[src/rtl/pkt_class_pkg.sv]
// Shared types and constants for the serial packet classifier.
//   state_e        : classifier FSM state encoding
//   PORT_W / SID_W : widths of the header port field and session-ID field
//   DEF_PREAMBLE   : default preamble pattern, MSB received first
//   PORT_*         : well-known port numbers used for channel tables
package pkt_class_pkg;

    typedef enum logic [1:0] {
        ST_HUNT     = 2'd0,
        ST_CAPTURE  = 2'd1,
        ST_CLASSIFY = 2'd2
    } state_e;

    localparam int PORT_W = 16;
    localparam int SID_W  = 8;

    localparam logic [31:0] DEF_PREAMBLE = 32'hA5A5A5A5;

    localparam logic [PORT_W-1:0] PORT_SKYPE    = 16'd23399;
    localparam logic [PORT_W-1:0] PORT_FTP_DATA = 16'd20;
    localparam logic [PORT_W-1:0] PORT_HTTPS    = 16'd443;
    localparam logic [PORT_W-1:0] PORT_TELNET   = 16'd23;
    localparam logic [PORT_W-1:0] PORT_SSH      = 16'd22;
    localparam logic [PORT_W-1:0] PORT_SMTP     = 16'd25;
    localparam logic [PORT_W-1:0] PORT_SNMP     = 16'd161;
    localparam logic [PORT_W-1:0] PORT_NNTPS    = 16'd563;

endpackage

[src/rtl/pkt_class_engine_pre.sv]
// Preamble detector: shifts the serial stream while enabled and flags a match of the
// last 32 bits (including the bit currently on data_i) against PREAMBLE.
//   clk_i, rst_n_i : clock, async active-low reset
//   shift_i        : shift enable (hunting)
//   clear_i        : synchronous clear of the shift history
//   data_i         : serial bit
//   match_o        : combinational match, only while shift_i is high
module pkt_preamble_det
    import pkt_class_pkg::*;
#(
    parameter logic [31:0] PREAMBLE = DEF_PREAMBLE
) (
    input  logic clk_i,
    input  logic rst_n_i,
    input  logic shift_i,
    input  logic clear_i,
    input  logic data_i,
    output logic match_o
);

    // Only 31 history bits are stored; the 32nd is the live input bit.
    logic [30:0] pre_q;
    logic [31:0] pre_d;

    assign pre_d   = {pre_q, data_i};
    assign match_o = shift_i && (pre_d == PREAMBLE);

    always_ff @(posedge clk_i or negedge rst_n_i) begin
        if (!rst_n_i) begin
            pre_q <= '0;
        end else if (clear_i) begin
            pre_q <= '0;
        end else if (shift_i) begin
            pre_q <= pre_d[30:0];
        end
    end

endmodule

[src/rtl/pkt_class_engine.sv]
// Serial packet classifier top level: FSM, header field capture, channel match,
// saturating counters and per-channel session table.
//   clk_i, rst_n_i         : clock (one bit per cycle), async active-low reset
//   data_i                 : serial bit stream
//   clr_i                  : sync clear of counters and session state
//   cfg_port_i/en_i/sess_i : channel table (port, enable, session tracking)
//   pkt_cnt_o, sess_cnt_o  : per-channel packet / new-session counts
//   total_cnt_o            : completed packets; other_cnt_o: unmatched packets
//   pkt_valid_o/hit_o/ch_o : per-packet result pulse
//   busy_o                 : capturing or classifying
//
// state        | meaning
// ST_HUNT      | searching the stream for the preamble
// ST_CAPTURE   | receiving PKT_BITS packet bits, grabbing port and session fields
// ST_CLASSIFY  | one cycle: match port, counters update on the exit edge
module pkt_class_engine
    import pkt_class_pkg::*;
#(
    parameter logic [31:0] PREAMBLE = DEF_PREAMBLE,
    parameter int          PKT_BITS = 256,
    parameter int          PORT_OFS = 64,
    parameter int          SES_OFS  = 136,
    parameter int          NUM_CH   = 8,
    parameter int          CNT_W    = 8,
    parameter int          TOT_W    = 32
) (
    input  logic                      clk_i,
    input  logic                      rst_n_i,
    input  logic                      data_i,
    input  logic                      clr_i,
    input  logic [NUM_CH*PORT_W-1:0]  cfg_port_i,
    input  logic [NUM_CH-1:0]         cfg_en_i,
    input  logic [NUM_CH-1:0]         cfg_sess_i,
    output logic [NUM_CH*CNT_W-1:0]   pkt_cnt_o,
    output logic [NUM_CH*CNT_W-1:0]   sess_cnt_o,
    output logic [TOT_W-1:0]          total_cnt_o,
    output logic [TOT_W-1:0]          other_cnt_o,
    output logic                      pkt_valid_o,
    output logic                      pkt_hit_o,
    output logic [3:0]                pkt_ch_o,
    output logic                      busy_o
);

    localparam int CNT_BW = $clog2(PKT_BITS);
    // Bits-remaining counter values during which each field arrives.
    localparam logic [CNT_BW-1:0] BIT_LAST = CNT_BW'(PKT_BITS - 1);
    localparam logic [CNT_BW-1:0] PORT_HI  = CNT_BW'(PKT_BITS - 1 - PORT_OFS);
    localparam logic [CNT_BW-1:0] PORT_LO  = CNT_BW'(PKT_BITS - PORT_OFS - PORT_W);
    localparam logic [CNT_BW-1:0] SID_HI   = CNT_BW'(PKT_BITS - 1 - SES_OFS);
    localparam logic [CNT_BW-1:0] SID_LO   = CNT_BW'(PKT_BITS - SES_OFS - SID_W);

    state_e                          state_q, state_d;
    logic [CNT_BW-1:0]               bit_cnt_q, bit_cnt_d;
    logic [PORT_W-1:0]               port_q, port_d;
    logic [SID_W-1:0]                sid_q, sid_d;
    logic                            pre_match;

    logic [NUM_CH-1:0]               hit_oh;
    logic                            hit;
    logic [3:0]                      hit_ch;
    logic                            classify;

    logic [NUM_CH-1:0][CNT_W-1:0]    pkt_cnt_q, pkt_cnt_d;
    logic [NUM_CH-1:0][CNT_W-1:0]    sess_cnt_q, sess_cnt_d;
    logic [NUM_CH-1:0]               sess_vld_q, sess_vld_d;
    logic [NUM_CH-1:0][SID_W-1:0]    last_sid_q, last_sid_d;
    logic [TOT_W-1:0]                total_q, total_d;
    logic [TOT_W-1:0]                other_q, other_d;
    logic                            pkt_valid_q, pkt_hit_q;
    logic [3:0]                      pkt_ch_q;

    assign classify = (state_q == ST_CLASSIFY);

    // History is wiped on the way back to HUNT so the next preamble needs 32 fresh bits.
    pkt_preamble_det #(.PREAMBLE(PREAMBLE)) u_pre (
        .clk_i   (clk_i),
        .rst_n_i (rst_n_i),
        .shift_i (state_q == ST_HUNT),
        .clear_i (classify),
        .data_i  (data_i),
        .match_o (pre_match)
    );

    always_comb begin
        state_d   = state_q;
        bit_cnt_d = bit_cnt_q;
        port_d    = port_q;
        sid_d     = sid_q;
        case (state_q)
            ST_HUNT: begin
                if (pre_match) begin
                    state_d   = ST_CAPTURE;
                    bit_cnt_d = BIT_LAST;
                end
            end
            ST_CAPTURE: begin
                if (bit_cnt_q <= PORT_HI && bit_cnt_q >= PORT_LO)
                    port_d = {port_q[PORT_W-2:0], data_i};
                if (bit_cnt_q <= SID_HI && bit_cnt_q >= SID_LO)
                    sid_d = {sid_q[SID_W-2:0], data_i};
                if (bit_cnt_q == '0)
                    state_d = ST_CLASSIFY;
                else
                    bit_cnt_d = bit_cnt_q - CNT_BW'(1);
            end
            default: state_d = ST_HUNT;
        endcase
    end

    // Descending scan so the lowest matching channel is the one left standing.
    always_comb begin
        hit_oh = '0;
        hit_ch = '0;
        for (int i = NUM_CH - 1; i >= 0; i--) begin
            if (cfg_en_i[i] && (cfg_port_i[PORT_W*i +: PORT_W] == port_q)) begin
                hit_oh    = '0;
                hit_oh[i] = 1'b1;
                hit_ch    = 4'(i);
            end
        end
    end
    assign hit = |hit_oh;

    always_comb begin
        pkt_cnt_d  = pkt_cnt_q;
        sess_cnt_d = sess_cnt_q;
        sess_vld_d = sess_vld_q;
        last_sid_d = last_sid_q;
        total_d    = total_q;
        other_d    = other_q;
        if (clr_i) begin
            pkt_cnt_d  = '0;
            sess_cnt_d = '0;
            sess_vld_d = '0;
            last_sid_d = '0;
            total_d    = '0;
            other_d    = '0;
        end else if (classify) begin
            if (total_q != '1)
                total_d = total_q + TOT_W'(1);
            if (!hit && other_q != '1)
                other_d = other_q + TOT_W'(1);
            for (int i = 0; i < NUM_CH; i++) begin
                if (hit_oh[i]) begin
                    if (pkt_cnt_q[i] != '1)
                        pkt_cnt_d[i] = pkt_cnt_q[i] + CNT_W'(1);
                    // Only a strictly newer session ID counts; repeats and wraps are ignored.
                    if (cfg_sess_i[i] && (!sess_vld_q[i] || sid_q > last_sid_q[i])) begin
                        if (sess_cnt_q[i] != '1)
                            sess_cnt_d[i] = sess_cnt_q[i] + CNT_W'(1);
                        last_sid_d[i] = sid_q;
                        sess_vld_d[i] = 1'b1;
                    end
                end
            end
        end
    end

    always_ff @(posedge clk_i or negedge rst_n_i) begin
        if (!rst_n_i) begin
            state_q     <= ST_HUNT;
            bit_cnt_q   <= '0;
            port_q      <= '0;
            sid_q       <= '0;
            pkt_cnt_q   <= '0;
            sess_cnt_q  <= '0;
            sess_vld_q  <= '0;
            last_sid_q  <= '0;
            total_q     <= '0;
            other_q     <= '0;
            pkt_valid_q <= 1'b0;
            pkt_hit_q   <= 1'b0;
            pkt_ch_q    <= '0;
        end else begin
            state_q     <= state_d;
            bit_cnt_q   <= bit_cnt_d;
            port_q      <= port_d;
            sid_q       <= sid_d;
            pkt_cnt_q   <= pkt_cnt_d;
            sess_cnt_q  <= sess_cnt_d;
            sess_vld_q  <= sess_vld_d;
            last_sid_q  <= last_sid_d;
            total_q     <= total_d;
            other_q     <= other_d;
            pkt_valid_q <= classify;
            pkt_hit_q   <= classify && hit;
            pkt_ch_q    <= classify ? hit_ch : 4'd0;
        end
    end

    assign pkt_cnt_o   = pkt_cnt_q;
    assign sess_cnt_o  = sess_cnt_q;
    assign total_cnt_o = total_q;
    assign other_cnt_o = other_q;
    assign pkt_valid_o = pkt_valid_q;
    assign pkt_hit_o   = pkt_hit_q;
    assign pkt_ch_o    = pkt_ch_q;
    assign busy_o      = (state_q != ST_HUNT);

endmodule

[config.mk]
export PLATFORM = sky130hd
export DESIGN_NAME = pkt_class_engine
export DESIGN_NICKNAME = d
export VERILOG_FILES = /design/src/rtl/pkt_class_pkg.sv /design/src/rtl/pkt_class_engine_pre.sv /design/src/rtl/pkt_class_engine.sv
export SDC_FILE = /design/constraint.sdc
export NUM_CORES = 1
export LEC_CHECK = 0
export CAP_MARGIN = 20
export CORE_MARGIN = 2
export CORE_UTILIZATION = 45
export DETAILED_ROUTE_END_ITERATION = 12
export PLACE_DENSITY = 0.7
export SYNTH_ARGS = -nofsm -noshare
export SYNTH_HDL_FRONTEND = slang
export SYNTH_SLANG_ARGS = --single-unit
[constraint.sdc]
create_clock -name clk_i -period 3.2 [get_ports clk_i]
set_input_delay 0.64 -clock clk_i [delete_from_list [all_inputs] [get_ports clk_i]]
set_output_delay 0.64 -clock clk_i [all_outputs]
set_load 0.01 [all_outputs]
[Yosys cells after proc, flatten, opt, wreduce, memory -nomap -nowiden]
Cells that the tools add are included.
Widths: inputs -> output; s select.
Cells by class
  $add $sub $neg: 19
  $lt $le $gt $ge: 12
  equality and inequality tests: 32
  muxes and demuxes: 111
  reductions and logical operators: 109
Operators with widths (count)
  $mux 8: 68
  $mux 64: 6
  $mux 32: 6
  $add 8x1->8 const B: 16
  $eq 16x16->1: 8
  $ne 8x8->1 const B: 16
  $reduce_bool 2->1: 38
  $add 32x1->32 const B: 2
  $gt 8x8->1: 8
  $ne 32x32->1 const B: 2
  $mux 31: 2
  $reduce_and 3->1: 17
  $eq 32x32->1 const B: 1
  $mux 4: 8
  $reduce_and 4->1: 8
  $logic_and 1x1->1: 21
  $mux 1: 16
  $pmux 8 s2: 1
  $reduce_and 2->1: 5
  $logic_not 1->1: 9
  $ge 8x7->1 const B: 1
  $ge 8x8->1 const B: 1
  $le 8x7->1 const B: 1
  $le 8x8->1 const B: 1
  other kinds (11): 21
Word-level totals
  register bits after elaboration: 335
  input bits: 148
  output and inout bits: 199
  word-level logic and storage cells: 325

[Depth between registers and ports, before layout]
  depth after elaboration: 16
  gate-level depth with buffers: 13
  depth with buffers taken out: 10

[By module]
Synthesis repeated with hierarchy kept, for this count alone.
Second synthesis, totals
  cell total of the unflattened synthesis: 2086
  area total of the unflattened synthesis: 19557.5 µm²
Modules (own cells, without submodules)
  pkt_class_engine: times used 1, cells each 1973, area an instance 18228.7 µm²
  pkt_preamble_det: times used 1, cells each 113, area an instance 1328.8 µm²

[Worst setup path after synthesis]
Ideal clock, no wire load.
  path kind: input -> register
  from: input port cfg_port_i[54]
  to: register pkt_cnt_q, in the netlist pkt_cnt_o[27]
  library setup time: 78 ps
  arrival: 2922 ps
  path slack: 200 ps
  stages on the path: 8
  path buffers: 1
  cell sequence: xor2_1 or4_4 or3_1 a211oi_2 or4b_1 buf_6 or3_1 a21oi_1
Between the ends
  cells in the longest elaborated chain, start to end: 8
Ends and longest elaborated chain
  start, declared: RTL line pkt_class_engine.sv:31  | input logic [NUM_CH*PORT_W-1:0] cfg_port_i,
  $eq 16x16->1: RTL line pkt_class_engine.sv:115  | if (cfg_en_i[i] && (cfg_port_i[PORT_W*i +: PORT_W] == port_q)) begin
  $logic_and 1x1->1: RTL line pkt_class_engine.sv:115
  $mux 8 (4 in series): RTL line pkt_class_engine.sv:115
  $reduce_bool 2->1 (no line)
  $reduce_and 3->1 (no line)
  end signal, assigned: RTL line pkt_class_engine.sv:179  | pkt_cnt_q <= pkt_cnt_d;
  end, declared: RTL line pkt_class_engine.sv:63  | logic [NUM_CH-1:0][CNT_W-1:0] pkt_cnt_q, pkt_cnt_d;
Every way passes these cells.
A chain may end at the register's enable or synchronous reset.

[Worst setup path in the final report]
  from: register port_q[0]
  to: register sess_cnt_q, in the netlist sess_cnt_o[63]
Between the ends
  cells in the longest elaborated chain, start to end: 12
  elaborated cells between the ends (all ways): 26
Ends and longest elaborated chain
  start, declared: RTL line pkt_class_engine.sv:54  | logic [PORT_W-1:0] port_q, port_d;
  start signal, assigned: RTL line pkt_class_engine.sv:177  | port_q <= port_d;
  $eq 16x16->1: RTL line pkt_class_engine.sv:115
  $logic_and 1x1->1: RTL line pkt_class_engine.sv:115
  $mux 8 (7 in series): RTL line pkt_class_engine.sv:115
  $mux 8 (*): RTL line pkt_class_engine.sv:115
  $reduce_bool 2->1 (no line) (*)
  $reduce_and 4->1 (no line) (*)
  end signal, assigned: RTL line pkt_class_engine.sv:180  | sess_cnt_q <= sess_cnt_d;
  end, declared: RTL line pkt_class_engine.sv:64  | logic [NUM_CH-1:0][CNT_W-1:0] sess_cnt_q, sess_cnt_d;
Mark *: on every way between the ends. The rest lies on a longest branch, timed or not.

==> flow_summary.yaml <==
critical_path:
  worstSetupStartpointType: "flip-flop"
  arrival_ps: 3580
  path_cells: "buf_4 -> xor2_1 -> nor4_2 -> nand2_1 -> nor4_2 -> buf_4 -> nor4_4 -> nand4_1 -> buf_4 -> buf_4 -> a2111o_1 -> nand2_1"
  cp_slowest_cell: "nor4_4"
  worstPathBufferInverterCount: 4
  cpPeakStageDelay_ps: 550
  path_depth: 12
  critical_path.top_delay_family: "simple AND/OR/NAND/NOR gates"
  r2r_cells: 12
  required_ps: 3690
  crit_type: "flip-flop to flip-flop"
  critPathCaptureType: "flip-flop"
  worst-path-max-fanout: 11
  crit_top_cell: "buf_4"
hold_path:
  holdCritPathClass: "input port to asynchronous set/reset pin"
cts:
  insertion_delay_ps: 560
  cts.sinks: 334
  hold_buffers: 0
  cts_tree: "done"
  root_buffer: "clkbuf_16"
  htree_levels: 2
  numCtsBuffers: 41
  clockBufferDepth: 3
  clk_pin_slew_ps: 60
global_routing:
  grt_pass1_vias: 17100
  grt_pass1_wl_um: 93600
  antenna_found_initial: 3
  overflow: 0
  grt_max_degree: 212
  grt_usage: 0.262
drt:
  via_count: 17400
  wirelength_um: 59200
  wl_per_cell_um: 18.7
  drc: 0
  vias_per_cell: 5.50
  dr.pass1.iters: 5
  postRouteAntennaNets: 0
  first_iter_violations: 1122
yosys:
  ys_seq_area_frac: 0.429
  ys_types: 77
  synth_seq_cells: 334
  synth_cells: 2070
  ys.flop_type: "dfrtp_1"
  async_flop_share: 1.00
  synth_area_um2: 19500
  postSynthAreaPerCell_um2: 9.41
  synth_edf_count: 0
  yosysWarnings: 0
  synth_nets: 2302
layout:
  final_common_cell: "clkdlybuf4s50_1"
  final_util: 0.609
  n_fill_cell: 3679
  layout_common_cells: "clkdlybuf4s50_1 (343), dfrtp_1 (323), nor2_1 (230), buf_4 (169), nand2_1 (146)"
  drive_gt1_frac: 0.131
  area_growth_pct: 34.0
  nets: 2773
placed_design:
  place_ws_ps: -659
  portBuffers: 345
  hpwlAfterDp_um: 43400
  place.gp.congestion: 0.937
timing:
  fin_ws_ps: 112
  fin_tns_setup_ps: 0
  max_slew_margin: 0.281
  setup_viol: 0
  period_minus_slack_ps: 3090
  period_share: 0.965
  hold_violations: 0
  fin_skew_ps: 20.2
  slew_viol_final: 0
  fmax_ghz: 0.324
  worst_pin_slew_ps: 1080
job:
  drv_cap: 0
power_and_ir_drop:
  cellPowerDensity_nw_per_um2: 356
  ir_drop_mv: 0.342
  power.leakage_nw: 11.0
floorplan:
  initial_utilization: 0.454
  core_area_um2: 42900
  io_pins: 347
  fp.dieArea_um2: 45000
  die_w_um: 212
  die_h_um: 212
  row_count: 76
status:
  outcome: "finished, final reports clean"
-- metrics by stage --
stage	total power [mW]	hold slack (ps)	std cells	cell area, um^2
global placement	4.85	473	3076	24600
global route	9.62	93.5	3157	26100
floorplan	4.47	344	2070	19500
detailed placement	4.85	477	3076	24600
CTS	9.40	88.7	3151	26000
finish	9.29	60.6	3157	26100
-- what timing repair did --
action	in CTS	in global routing
endpoints found under the setup margin	38	90
resized for setup	7	22
buffers inserted	2	5
pin swaps	1	5
endpoints found under the hold margin	0	0
-- Yosys cell counts (18+ instances only) --
| cell type | n | area share |
|---|---|---|
| xnor2_1 | 139 | 0.062 |
| or4_1 | 24 | 0.0092 |
| o21a_1 | 18 | 0.0069 |
| nor2b_1 | 33 | 0.011 |
| nor2_1 | 230 | 0.044 |
| xor2_1 | 90 | 0.040 |
| nand2_1 | 147 | 0.028 |
| ha_1 | 84 | 0.054 |
| nor4_1 | 35 | 0.011 |
| nand3_1 | 94 | 0.024 |
| inv_1 | 97 | 0.019 |
| mux2i_1 | 64 | 0.033 |
| dfrtp_1 | 334 | 0.43 |
| a21oi_1 | 91 | 0.023 |
| o21ai_0 | 57 | 0.015 |
| nand4_1 | 97 | 0.031 |
| nand2b_1 | 28 | 0.0090 |
| clkbuf_1 | 65 | 0.013 |
| or3_1 | 23 | 0.0074 |
| and3_1 | 36 | 0.012 |
| nor3_1 | 40 | 0.010 |
| mux2_2 | 37 | 0.021 |
-- layer usage --
| metal | GRT usage | wire [um] | share of wire |
|---|---|---|---|
| met1 | 0.338 | 25100 | 0.42 |
| met2 | 0.432 | 28100 | 0.48 |
| met3 | 0.0601 | 3790 | 0.064 |
| met4 | 0.0930 | 2160 | 0.036 |
| met5 | 0 | 27 | 0.00046 |
-- area by class of cell --
| class | instances | area [um^2] | share of cell area |
|---|---|---|---|
| Multi-Input combinational cell | 1544 | 10400 | 0.400 |
| Sequential cell | 334 | 8370 | 0.321 |
| Timing Repair Buffer | 522 | 4890 | 0.187 |
| Clock buffer | 64 | 1240 | 0.0476 |
| Tap cell | 585 | 732 | 0.0280 |
| Inverter | 98 | 368 | 0.0141 |
| Clock inverter | 9 | 60.1 | 0.00230 |
| Antenna cell | 1 | 2.50 | 0.0000958 |
-- report_power, final --
| group | total [mW] | switching [mW] | internal [mW] |
|---|---|---|---|
| Clock | 4.52 | 1.85 | 2.67 |
| Combinational | 0.545 | 0.283 | 0.262 |
| Sequential | 4.23 | 0.00296 | 4.23 |
| Total | 9.29 | 2.14 | 7.16 |
-- cell families (layout without fill, tap and decap cells) --
logic type / Yosys count / in the layout / share of synthesized area
buf+inv: 192 / 693 / 0.0423
fa+ha+maj: 84 / 84 / 0.0539
simple gates: 867 / 867 / 0.231
compound gates: 261 / 261 / 0.0855
other cells: 1 / 2 / 0.000192
xor+xnor: 229 / 229 / 0.103
flops: 334 / 334 / 0.429
mux: 102 / 102 / 0.0548
-- sequential cells by signal, indices dropped and copies added (netlist names) --
| signal | flops |
|---|---|
| pkt_ch_o | 3 |
| pkt_valid_o | 1 |
| state_q | 2 |
| pkt_cnt_o | 64 |
| pkt_hit_o | 1 |
| other_cnt_o | 32 |
| sid_q | 8 |
| total_cnt_o | 32 |
| port_q | 16 |
| last_sid_q | 64 |
| sess_vld_q | 8 |
| bit_cnt_q | 8 |
| u_pre.pre_q | 31 |
| sess_cnt_o | 64 |
-- worst paths after layout --
| kind | start | to | slack [ps] |
|---|---|---|---|
| worst min-delay path | rst_n_i | sess_vld_q[2] | 60 |
| worst min register to register | sess_vld_q[7] | sess_vld_q[7] | 490 |
| worst max-delay path | port_q[0] | sess_cnt_o[63] | 110 |
| max in group asynchronous | rst_n_i | sid_q[0] | 2230 |
| min in group clk_i | clr_i | total_cnt_o[0] | 460 |
| worst max register to register | port_q[0] | sess_cnt_o[63] | 110 |
Power figures use the tool's default switching activity.
